## src/rtl/ld_use_scoreboard.sv

```systemverilog
// rtl/ld_use_scoreboard.sv - load-use interlock scoreboard for the decode stage
//
// Tracks, per architectural register, how many issued loads are still waiting
// for their data to become forwardable, and holds decode while the decode
// instruction reads such a register (or would overflow its counter).
//
// Optional feature macro: SB_PERF_CNT_EN (adds stall_cycles / stall_events).
//
// Ports:
//   clk, reset            clock; asynchronous active-high reset
//   ds_valid              decode holds a valid instruction
//   ds_rj, ds_rk          decode source register addresses
//   ds_use_rj, ds_use_rk  decode instruction reads rj / second source
//   ds_is_load            decode instruction is ld.w
//   ds_waddr              decode destination register
//   es_allow_in           EXE can accept an instruction
//   ld_done, ld_done_waddr  a tracked load's data became forwardable
//   flush                 synchronous discard of all tracking
//   stall                 hold decode
//   issue                 decode instruction advances to EXE this cycle
//   ovf_err               sticky: ld_done seen on a zero counter
//   busy                  any counter non-zero
//   stall_cycles          (SB_PERF_CNT_EN) cycles with stall=1
//   stall_events          (SB_PERF_CNT_EN) stall rising edges
module ld_use_scoreboard #(
    parameter int NREG  = 32,
    parameter int CNT_W = 2
) (
    input  logic        clk,
    input  logic        reset,
    input  logic        ds_valid,
    input  logic [4:0]  ds_rj,
    input  logic [4:0]  ds_rk,
    input  logic        ds_use_rj,
    input  logic        ds_use_rk,
    input  logic        ds_is_load,
    input  logic [4:0]  ds_waddr,
    input  logic        es_allow_in,
    input  logic        ld_done,
    input  logic [4:0]  ld_done_waddr,
    input  logic        flush,
    output logic        stall,
    output logic        issue,
    output logic        ovf_err,
    output logic        busy
`ifdef SB_PERF_CNT_EN
    ,
    output logic [31:0] stall_cycles,
    output logic [31:0] stall_events
`endif
);

    localparam logic [CNT_W-1:0] CNT_MAX = '1;

    // Full 32-entry view of the counters; r0 and any register beyond NREG
    // read as zero so the 5-bit addresses can index it directly.
    logic [CNT_W-1:0] w_cnt [32];

    logic w_hazard1;
    logic w_hazard2;
    logic w_full;
    logic w_load_issue;
    logic w_underflow;
    logic r_ovf_err;

    assign w_cnt[0] = '0;

    for (genvar g = 1; g < 32; g++) begin : g_reg
        if (g < NREG) begin : g_tracked
            logic [CNT_W-1:0] r_cnt;
            logic             w_inc;
            logic             w_dec;

            assign w_inc = w_load_issue & (ds_waddr == 5'(g));
            assign w_dec = ld_done & (ld_done_waddr == 5'(g));

            // Flush wins over any inc/dec in the same cycle. A decrement on a
            // zero counter leaves it at zero (the error is flagged centrally).
            always_ff @(posedge clk or posedge reset) begin
                if (reset) begin
                    r_cnt <= '0;
                end else if (flush) begin
                    r_cnt <= '0;
                end else if (w_inc & ~w_dec) begin
                    r_cnt <= r_cnt + 1'b1;
                end else if (w_dec & ~w_inc & (r_cnt != '0)) begin
                    r_cnt <= r_cnt - 1'b1;
                end
            end

            assign w_cnt[g] = r_cnt;
        end else begin : g_absent
            assign w_cnt[g] = '0;
        end
    end

    assign w_hazard1 = ds_use_rj & (ds_rj != 5'd0) & (w_cnt[ds_rj] != '0);
    assign w_hazard2 = ds_use_rk & (ds_rk != 5'd0) & (w_cnt[ds_rk] != '0);
    assign w_full    = ds_is_load & (ds_waddr != 5'd0) & (w_cnt[ds_waddr] == CNT_MAX);

    // stall must not look at es_allow_in, otherwise decode/EXE handshakes
    // could form a combinational loop.
    assign stall        = ds_valid & (w_hazard1 | w_hazard2 | w_full);
    assign issue        = ds_valid & ~stall & es_allow_in;
    assign w_load_issue = issue & ds_is_load & (ds_waddr != 5'd0);

    // A completion that coincides with a new load to the same register nets
    // out to no change, so it is not an underflow even on a zero counter.
    assign w_underflow = ld_done & (ld_done_waddr != 5'd0)
                       & (w_cnt[ld_done_waddr] == '0)
                       & ~(w_load_issue & (ds_waddr == ld_done_waddr));

    always_ff @(posedge clk or posedge reset) begin
        if (reset) begin
            r_ovf_err <= 1'b0;
        end else if (w_underflow) begin
            r_ovf_err <= 1'b1;
        end
    end

    assign ovf_err = r_ovf_err;

    always_comb begin
        busy = 1'b0;
        for (int r = 1; r < 32; r++) begin
            busy = busy | (w_cnt[r] != '0);
        end
    end

`ifdef SB_PERF_CNT_EN
    logic        r_stall_d;
    logic [31:0] r_stall_cycles;
    logic [31:0] r_stall_events;

    // Not cleared by flush: these describe the whole run, not pipeline state.
    always_ff @(posedge clk or posedge reset) begin
        if (reset) begin
            r_stall_d      <= 1'b0;
            r_stall_cycles <= '0;
            r_stall_events <= '0;
        end else begin
            r_stall_d <= stall;
            if (stall) begin
                r_stall_cycles <= r_stall_cycles + 32'd1;
            end
            if (stall & ~r_stall_d) begin
                r_stall_events <= r_stall_events + 32'd1;
            end
        end
    end

    assign stall_cycles = r_stall_cycles;
    assign stall_events = r_stall_events;
`endif

endmodule

```

## config.mk

```make
export PLATFORM = sky130hd
export DESIGN_NAME = ld_use_scoreboard
export DESIGN_NICKNAME = d
export VERILOG_FILES = /design/src/rtl/ld_use_scoreboard.sv
export SDC_FILE = /design/constraint.sdc
export NUM_CORES = 1
export LEC_CHECK = 0
export CORE_MARGIN = 2
export CORE_UTILIZATION = 55
export CTS_CLUSTER_DIAMETER = 30
export DETAILED_ROUTE_END_ITERATION = 12
export PLACE_DENSITY = 0.84
export SLEW_MARGIN = 30
export SYNTH_ARGS = -nofsm -noshare
export SYNTH_HDL_FRONTEND = slang
export SYNTH_SLANG_ARGS = --single-unit
```

## constraint.sdc

```tcl
create_clock -name clk -period 4.5 [get_ports clk]
set_input_delay 0.9 -clock clk [delete_from_list [all_inputs] [get_ports clk]]
set_output_delay 0.9 -clock clk [all_outputs]
set_load 0.02 [all_outputs]
```

==> insert_results.sql, run 1 <==
INSERT INTO impl_metrics (metric_group, metric, value, unit) VALUES
('yosys', 'synth-main-ff-cell', 'dfrtp_1', ''),
('pwr', 'ir_worst_vdd', '179', 'µV'),
('timing', 'report.final.slew_viol_count', '0', ''),
('clock_tree', 'cts_max_path_buffers', '2', ''),
('pwr', 'power.combinational.fraction', '0.196', ''),
('clock_tree', 'cts-htree-levels', '3', ''),
('cells_and_area', 'final_layout_size_suffix_gt1_frac', '0.152', ''),
('yosys', 'yosys_warnings', '0', ''),
('route', 'routed_via_density', '7.54', ''),
('clock_tree', 'tritoncts', 'built', ''),
('critical_path', 'critical_path.endpoint_type', 'primary output', ''),
('yosys', 'synthXorXnorAreaFrac', '0.0302', ''),
('cells_and_area', 'insertedDiodeCount', '0', ''),
('grt', 'maximum_number_of_pins_on_one_net_before_global_route_repair', '46', ''),
('pwr', 'power.sequential.fraction', '0.369', ''),
('yosys', 'postSynthAreaPerCell', '8.20', 'µm²'),
('timing', 'hold_violations', '0', ''),
('yosys', 'synth_top_family_by_area', 'simple AND/OR/NAND/NOR gates', ''),
('grt', 'use_met1', '0.523', ''),
('grt', 'grtUsageTotal', '0.401', ''),
('yosys', 'multiplexer_share_of_the_synthesized_area', '0.120', ''),
('pwr', 'clkPwrFrac', '0.435', ''),
('route', 'drt-initial-drc-count', '1120', ''),
('die', 'die-height', '112', 'µm'),
('die', 'fp.dieW', '112', 'µm'),
('timing', 'max_slew.worst_pin.slew', '0.898', 'ns'),
('route', 'via_count', '7168', ''),
('yosys', 'synth.yosys.seq_area_share', '0.247', ''),
('pwr', 'p_total', '1540', 'µW'),
('job', 'max-cap-violations', '0', ''),
('timing', 'period_share', '0.965', ''),
('yosys', 'synth-compound-area-share', '0.218', ''),
('pwr', 'p_leak', '0.00262', 'µW'),
('grt', 'gr-max-usage-layer', 'met2', ''),
('route', 'drt-pass1-iter-count', '6', ''),
('timing', 'setup_violations', '0', ''),
('yosys', 'synth_area', '6380', 'µm²'),
('die', 'floorplan.initialDensity', '0.561', ''),
('critical_path', 'reg2reg_depth', '9', ''),
('grt', 'gr-usage-met3', '0.113', ''),
('placed_design', 'dpl.hpwl', '18200', 'µm'),
('yosys', 'cell_taking_the_most_area_after_synthesis', 'dfrtp_1', ''),
('timing', 'layout_min_cycle_time', '4.34', 'ns'),
('die', 'design.die.area', '12500', 'µm²'),
('status', 'run_status', 'completed', ''),
('cells_and_area', 'nFillCells', '979', ''),
('clock_tree', 'cts_root_buffer', 'clkbuf_16', ''),
('cells_and_area', 'postLayoutCoreUtil', '0.633', ''),
('cells_and_area', 'fin_nets', '832', ''),
('clock_tree', 'insertion_delay', '0.35', 'ns'),
('yosys', 'syn-num-nets', '807', ''),
('timing', 'timing.max_slew.rel_slack', '0.401', ''),
('hold_path', 'worstHoldPathType', 'reg2reg', ''),
('clock_tree', 'clk_pin_slew', '0.05', 'ns'),
('clock_tree', 'clock-sinks', '63', ''),
('yosys', 'most_area_consuming_cells_after_synthesis', 'dfrtp_1, mux4_2, nor2_1, nand2_1, nand3_1', ''),
('yosys', 'synth-edff-count', '0', ''),
('die', 'placeable_area', '11400', 'µm²'),
('route', 'route.final.wire_length', '24900', 'µm'),
('yosys', 'asyncSetResetFlopFracSynth', '1.00', ''),
('die', 'placementRows', '39', ''),
('critical_path', 'worstSetupPathType', 'in2out', ''),
('yosys', 'synth_seq_cells', '63', ''),
('grt', 'globalRouteOverflowTotal', '0', ''),
('grt', 'number_of_antenna_violations_at_the_first_check_in_global_routing', '0', ''),
('yosys', 'synth_fa_ha_area_frac', '0', ''),
('timing', 'clock.fmax', '230', 'MHz'),
('hold_path', 'instance_count_along_the_most_critical_hold_path', '1', ''),
('yosys', 'synth_cell_type_count', '73', ''),
('timing', 'setup_repair_after_global_routing_missed_its_margin', 'false', ''),
('route', 'drc', '0', '');
## cells in the mapped netlist (5+ instances only)
cell and count:
nor2_1 89, a311oi_1 13, nor4_2 6, xor2_1 8
nor4b_1 7, or3_1 5, a21oi_1 18, xnor2_1 14
mux2i_1 10, nor4_1 19, a41oi_1 5, nor3b_1 5
nand2b_1 7, nor3_1 36, o21ai_0 38, nand3_1 38
inv_1 10, buf_2 19, nand2_1 85, mux4_2 28
a211oi_1 25, o311a_1 8, o31ai_1 7, a221oi_1 5
or2_2 5, dfrtp_1 63, o2111ai_1 7, nand4_1 16
nor2b_1 15, buf_6 7, clkbuf_1 29, and2_1 18
and3_1 19, a31oi_1 15
## worst paths after layout
kind                                               from                      endpoint  slack (ns)
setup / recovery                               ds_rk[0]                         issue        0.16
hold / removal                                  ovf_err                       ovf_err        0.48
setup reg to reg           g_reg[16].g_tracked.r_cnt[1]  g_reg[31].g_tracked.r_cnt[1]        0.93
hold reg to reg                                 ovf_err                       ovf_err        0.48
max in group asynchronous                         reset  g_reg[15].g_tracked.r_cnt[0]        2.69
min in group asynchronous                         reset  g_reg[22].g_tracked.r_cnt[0]        0.97
## layout make-up
cell class                      instances  area [µm²]  area share
Clock inverter                          3        17.5     0.00243
Tap cell                              143         179      0.0249
Sequential cell                        63        1580       0.219
Clock buffer                           13         260      0.0362
Inverter                               10        38.8     0.00539
Timing Repair Buffer                   74         653      0.0908
Multi-Input combinational cell        645        4470       0.621
## cells by family (layout without fill, tap and decap cells)
kind of cell / after synthesis / count (layout)
simple gates: 393 / 393
compound gates: 189 / 189
buf+inv: 70 / 100
flops: 63 / 63
mux: 41 / 41
xor+xnor: 22 / 22
## power by group through the flow
stage,clock network [µW],logic [µW],registers (µW)
5_1_grt,694,314,569
2_1_floorplan,0,180,579
4_1_cts,670,291,569
6_report,671,303,569
3_3_place_gp,0,282,579
3_5_place_dp,0,289,579
## metal layers
metal	vias to the layer above	wire length, µm
met5	-	0
met4	0	1250
met3	135	3180
met2	591	10900
met1	3396	9500
li1	3046	-
## layout by cell type (no fill, tap or decap), drive strengths merged, types with 5 or more instances in the layout
| cell type | count |
|---|---|
| a211oi | 25 |
| a21oi | 19 |
| a221oi | 6 |
| a311oi | 13 |
| a31oi | 15 |
| a41oi | 5 |
| and2 | 19 |
| and3 | 19 |
| buf | 43 |
| clkbuf | 13 |
| clkdlybuf4s50 | 29 |
| dfrtp | 63 |
| inv | 9 |
| mux2i | 10 |
| mux4 | 28 |
| nand2 | 85 |
| nand2b | 7 |
| nand3 | 38 |
| nand4 | 16 |
| nor2 | 92 |
| nor2b | 15 |
| nor3 | 38 |
| nor3b | 5 |
| nor4 | 29 |
| nor4b | 7 |
| o2111ai | 7 |
| o211ai | 5 |
| o21ai | 40 |
| o311a | 8 |
| o31ai | 7 |
| or2 | 5 |
| or3 | 5 |
| xnor2 | 14 |
| xor2 | 8 |
## metrics by stage
step / setup slack (ns) / area, µm² / setup TNS, ns / std cells / hold slack [ns]
2_1_floorplan: 0.586 / 6380 / 0 / 778 / 0.489
3_3_place_gp: -0.155 / 6900 / -0.156 / 935 / 0.450
3_5_place_dp: -0.117 / 6900 / -0.138 / 935 / 0.464
4_1_cts: 0.230 / 7190 / 0 / 951 / 0.476
5_1_grt: 0.0681 / 7200 / 0 / 951 / 0.482
6_report: 0.159 / 7200 / 0 / 951 / 0.477
## worst max-delay path, cell delays in order
cell and delay (ns):
clkdlybuf4s50_1 0.61, buf_4 0.20, mux4_2 0.30, a32oi_1 0.23
nand4_1 0.32, o211ai_4 0.34, nor3_2 0.08, buf_4 0.14
dlygate4sd2_1 0.31
## repair_timing
action,in CTS,in global routing
resized for setup,5,0
buffers inserted,0,0
setup endpoints to repair,2,0
## sequential cells by signal, indices dropped and copies added, names as in the netlist
signal             count
ovf_err                1
g.g_tracked.r_cnt     62
No activity file was read; power rests on OpenSTA's default activity.
==> run 2, diff against run 1 <==
--- a/config.mk
+++ b/config.mk
@@ -9,7 +9,7 @@
 export CORE_UTILIZATION = 55
 export CTS_CLUSTER_DIAMETER = 30
 export DETAILED_ROUTE_END_ITERATION = 12
-export PLACE_DENSITY = 0.84
+export PLACE_DENSITY = 0.74
 export SLEW_MARGIN = 30
 export SYNTH_ARGS = -nofsm -noshare
 export SYNTH_HDL_FRONTEND = slang
==> insert_results.sql, run 2 (synthesis gave the netlist of run 1 again) <==
INSERT INTO impl_metrics (metric_group, metric, value, unit) VALUES
('placed_design', 'dp_cell_count', '936', ''),
('route', 'antenna_violating_nets_post_route', '0', ''),
('critical_path', 'critical_path.endpoint_type', 'primary output', ''),
('critical_path', 'first_element_of_the_critical_path', 'ds_waddr[0]', ''),
('route', 'drt-pass1-iter-count', '6', ''),
('die', 'design.die.area', '12500', 'µm²'),
('grt', 'grtUsageTotal', '0.402', ''),
('clock_tree', 'total_of_hold_buffers_inserted_after_clock_tree_synthesis', '0', ''),
('timing', 'layout_min_cycle_time', '4.31', 'ns'),
('hold_path', 'worst_hold_startpoint', 'ovf_err', ''),
('die', 'fp.dieW', '112', 'µm'),
('pwr', 'power.sequential.fraction', '0.353', ''),
('timing', 'finalWorstSetupSlack', '0.186', 'ns'),
('cells_and_area', 'nFillCells', '1003', ''),
('critical_path', 'crit_fanout', '18', ''),
('cells_and_area', 'largest_reg_flops', '62', ''),
('clock_tree', 'cts-htree-levels', '3', ''),
('critical_path', 'critical_path_arrival', '3.41', 'ns'),
('cells_and_area', 'layout-area-overhead-vs-synth', '13.3', '%'),
('clock_tree', 'insertion_delay', '0.36', 'ns'),
('critical_path', 'critical_path.max_stage_delay', '0.53', 'ns'),
('hold_path', 'instance_count_along_the_most_critical_hold_path', '1', ''),
('clock_tree', 'clk_pin_slew', '0.06', 'ns'),
('critical_path', 'critical_path.n_buffers_inverters', '4', ''),
('critical_path', 'worst-endpoint-required', '3.60', 'ns'),
('cells_and_area', 'layout.cells.non_filler', '952', ''),
('timing', 'hold_violations', '0', ''),
('critical_path', 'worstPathCellList', 'clkdlybuf4s50_1, buf_12, mux4_2, a2111oi_2, o21ai_1, o211ai_4, nor3_1, buf_4, dlygate4sd2_1', ''),
('cells_and_area', 'layout_common_cells', 'nor2_1, nand2_1, dfrtp_1, buf_4', ''),
('placed_design', 'placement.io_buffers', '32', ''),
('critical_path', 'worstSetupPathType', 'in2out', ''),
('clock_tree', 'clock-sinks', '63', ''),
('timing', 'max_slew.worst_pin.slew', '0.931', 'ns'),
('die', 'io_pins', '33', ''),
('critical_path', 'reg2reg_depth', '9', ''),
('grt', 'number_of_antenna_violations_at_the_first_check_in_global_routing', '0', ''),
('timing', 'clock.fmax', '232', 'MHz'),
('clock_tree', 'cts_setup_buffers', '0', ''),
('route', 'via_count', '7022', ''),
('timing', 'period_share', '0.959', ''),
('grt', 'first_pass_grt_wire_length', '38500', 'µm'),
('critical_path', 'rr_endpoint', 'g_reg[24].g_tracked.r_cnt[1]', ''),
('timing', 'timing.max_slew.rel_slack', '0.379', ''),
('critical_path', 'regToRegSetupSlack', '0.99', 'ns'),
('hold_path', 'hold-path-endpoint', 'ovf_err', ''),
('route', 'average_wire_length_per_cell_after_detail_routing', '25.8', 'µm'),
('pwr', 'p_sw_frac', '0.310', ''),
('clock_tree', 'cts_max_path_buffers', '2', ''),
('pwr', 'powerDensity', '223', 'nW/µm²'),
('pwr', 'switchingPower', '499', 'µW'),
('cells_and_area', 'largest-register', 'g.g_tracked.r_cnt', ''),
('clock_tree', 'cts-buffers-inserted', '9', ''),
('critical_path', 'crit_path_top_delay_cell', 'mux4_2', ''),
('grt', 'maximum_number_of_pins_on_one_net_before_global_route_repair', '46', ''),
('cells_and_area', 'most_common_library_cell_in_the_layout_ignoring_fill_and_taps', 'nor2_1', ''),
('die', 'placeable_area', '11400', 'µm²'),
('timing', 'setup_repair_after_global_routing_missed_its_margin', 'false', ''),
('pwr', 'clkPwrFrac', '0.460', ''),
('pwr', 'p_leak', '0.00264', 'µW'),
('die', 'die-height', '112', 'µm'),
('job', 'max-cap-violations', '0', ''),
('critical_path', 'critPathTopFamily', 'buffers and inverters', ''),
('status', 'run_status', 'completed', ''),
('grt', 'number_of_global_route_vias_before_repair', '6802', ''),
('cells_and_area', 'final_layout_size_suffix_gt1_frac', '0.152', ''),
('die', 'floorplan.initialDensity', '0.561', ''),
('timing', 'setup_violations', '0', ''),
('clock_tree', 'post_cts_resize_count', '3', ''),
('critical_path', 'r2r_start', 'g_reg[20].g_tracked.r_cnt[0]', ''),
('placed_design', 'dpl.hpwl', '18000', 'µm'),
('pwr', 'ir_worst_vdd', '199', 'µV'),
('pwr', 'power.combinational.fraction', '0.187', ''),
('placed_design', 'place_worst_setup_slack', '-0.0407', 'ns'),
('route', 'drt-initial-drc-count', '961', ''),
('grt', 'globalRouteOverflowTotal', '0', ''),
('cells_and_area', 'postLayoutCoreUtil', '0.636', ''),
('hold_path', 'worstHoldPathType', 'reg2reg', ''),
('die', 'placementRows', '39', ''),
('route', 'route.final.wire_length', '24500', 'µm'),
('pwr', 'cellInternalPower', '1110', 'µW'),
('pwr', 'p_total', '1610', 'µW'),
('placed_design', 'gp_congestion', '1.03', ''),
('cells_and_area', 'insertedDiodeCount', '0', ''),
('cells_and_area', 'fin_nets', '833', ''),
('clock_tree', 'cts_root_buffer', 'clkbuf_16', ''),
('critical_path', 'setup.worst_path.start_class', 'primary input', ''),
('timing', 'report.final.slew_viol_count', '0', ''),
('route', 'routed_via_density', '7.38', ''),
('timing', 'skew', '0.00647', 'ns'),
('route', 'drc', '0', ''),
('clock_tree', 'tritoncts', 'built', '');
==> run 2: cell count changes in the layout (fill, tap and decap cells not counted), sizes merged <==
cell,delta
clkbuf,-3
clkdlybuf4s50,-1
inv,+2
buf,+1
bufinv,+1
dlygate4sd2,+1
==> run 2: worst max path at each step <==
| stage | end | cells past startpoint |
|---|---|---|
| 5_1_grt | issue | 10 |
| 3_3_place_gp | issue | 10 |
| 2_1_floorplan | stall | 9 |
| 6_report | issue | 9 |
| 3_5_place_dp | issue | 10 |
| 4_1_cts | issue | 9 |
==> run 2: final cells by class <==
class / instances / area, µm² / area share
sequential: 63 / 1580 / 0.218
tap: 143 / 179 / 0.0248
multi-input combinational: 645 / 4450 / 0.616
inverter: 10 / 37.5 / 0.00519
clock inverter: 6 / 68.8 / 0.00952
clock buffer: 10 / 239 / 0.0331
timing repair buffer: 75 / 672 / 0.0930
==> run 2: layer usage <==
layer / global-route usage / wire length (µm) / vias to the layer above
met2: 0.602 / 10700 / 508
met3: 0.0964 / 2880 / 108
li1: - / - / 3054
met1: 0.536 / 9650 / 3352
met5: 0 / 0 / -
met4: 0.226 / 1290 / 0
==> run 2: metrics by stage <==
step	TNS, ns	area (µm²)	hold WS (ns)
floorplan	0	6380	0.489
global placement	-0.0238	6920	0.453
detailed placement	-0.0674	6920	0.454
CTS	0	7230	0.467
global route	0	7230	0.504
finish	0	7230	0.464
==> run 2: power groups by stage <==
stage / Clock (µW) / Sequential, µW / Combinational, µW
3_5_place_dp: 0 / 579 / 292
2_1_floorplan: 0 / 579 / 180
5_1_grt: 771 / 569 / 316
4_1_cts: 744 / 569 / 292
3_3_place_gp: 0 / 579 / 287
6_report: 741 / 569 / 302
==> run 2: worst register-to-register path, delay by kind of cell (launching register included) <==
family	cells	cell delay [ns]
mux	2	0.42
simple gates	4	1.80
buf+inv	1	0.20
flops	1	0.43
compound gates	2	0.53
==> run 3, diff against run 2 <==
--- a/config.mk
+++ b/config.mk
@@ -10,6 +10,7 @@
 export CTS_CLUSTER_DIAMETER = 30
 export DETAILED_ROUTE_END_ITERATION = 12
 export PLACE_DENSITY = 0.74
+export SKIP_LAST_GASP = 1
 export SLEW_MARGIN = 30
 export SYNTH_ARGS = -nofsm -noshare
 export SYNTH_HDL_FRONTEND = slang
==> results of run 3 <==
The final DEF is identical to that of run 2; final timing and power are the same.
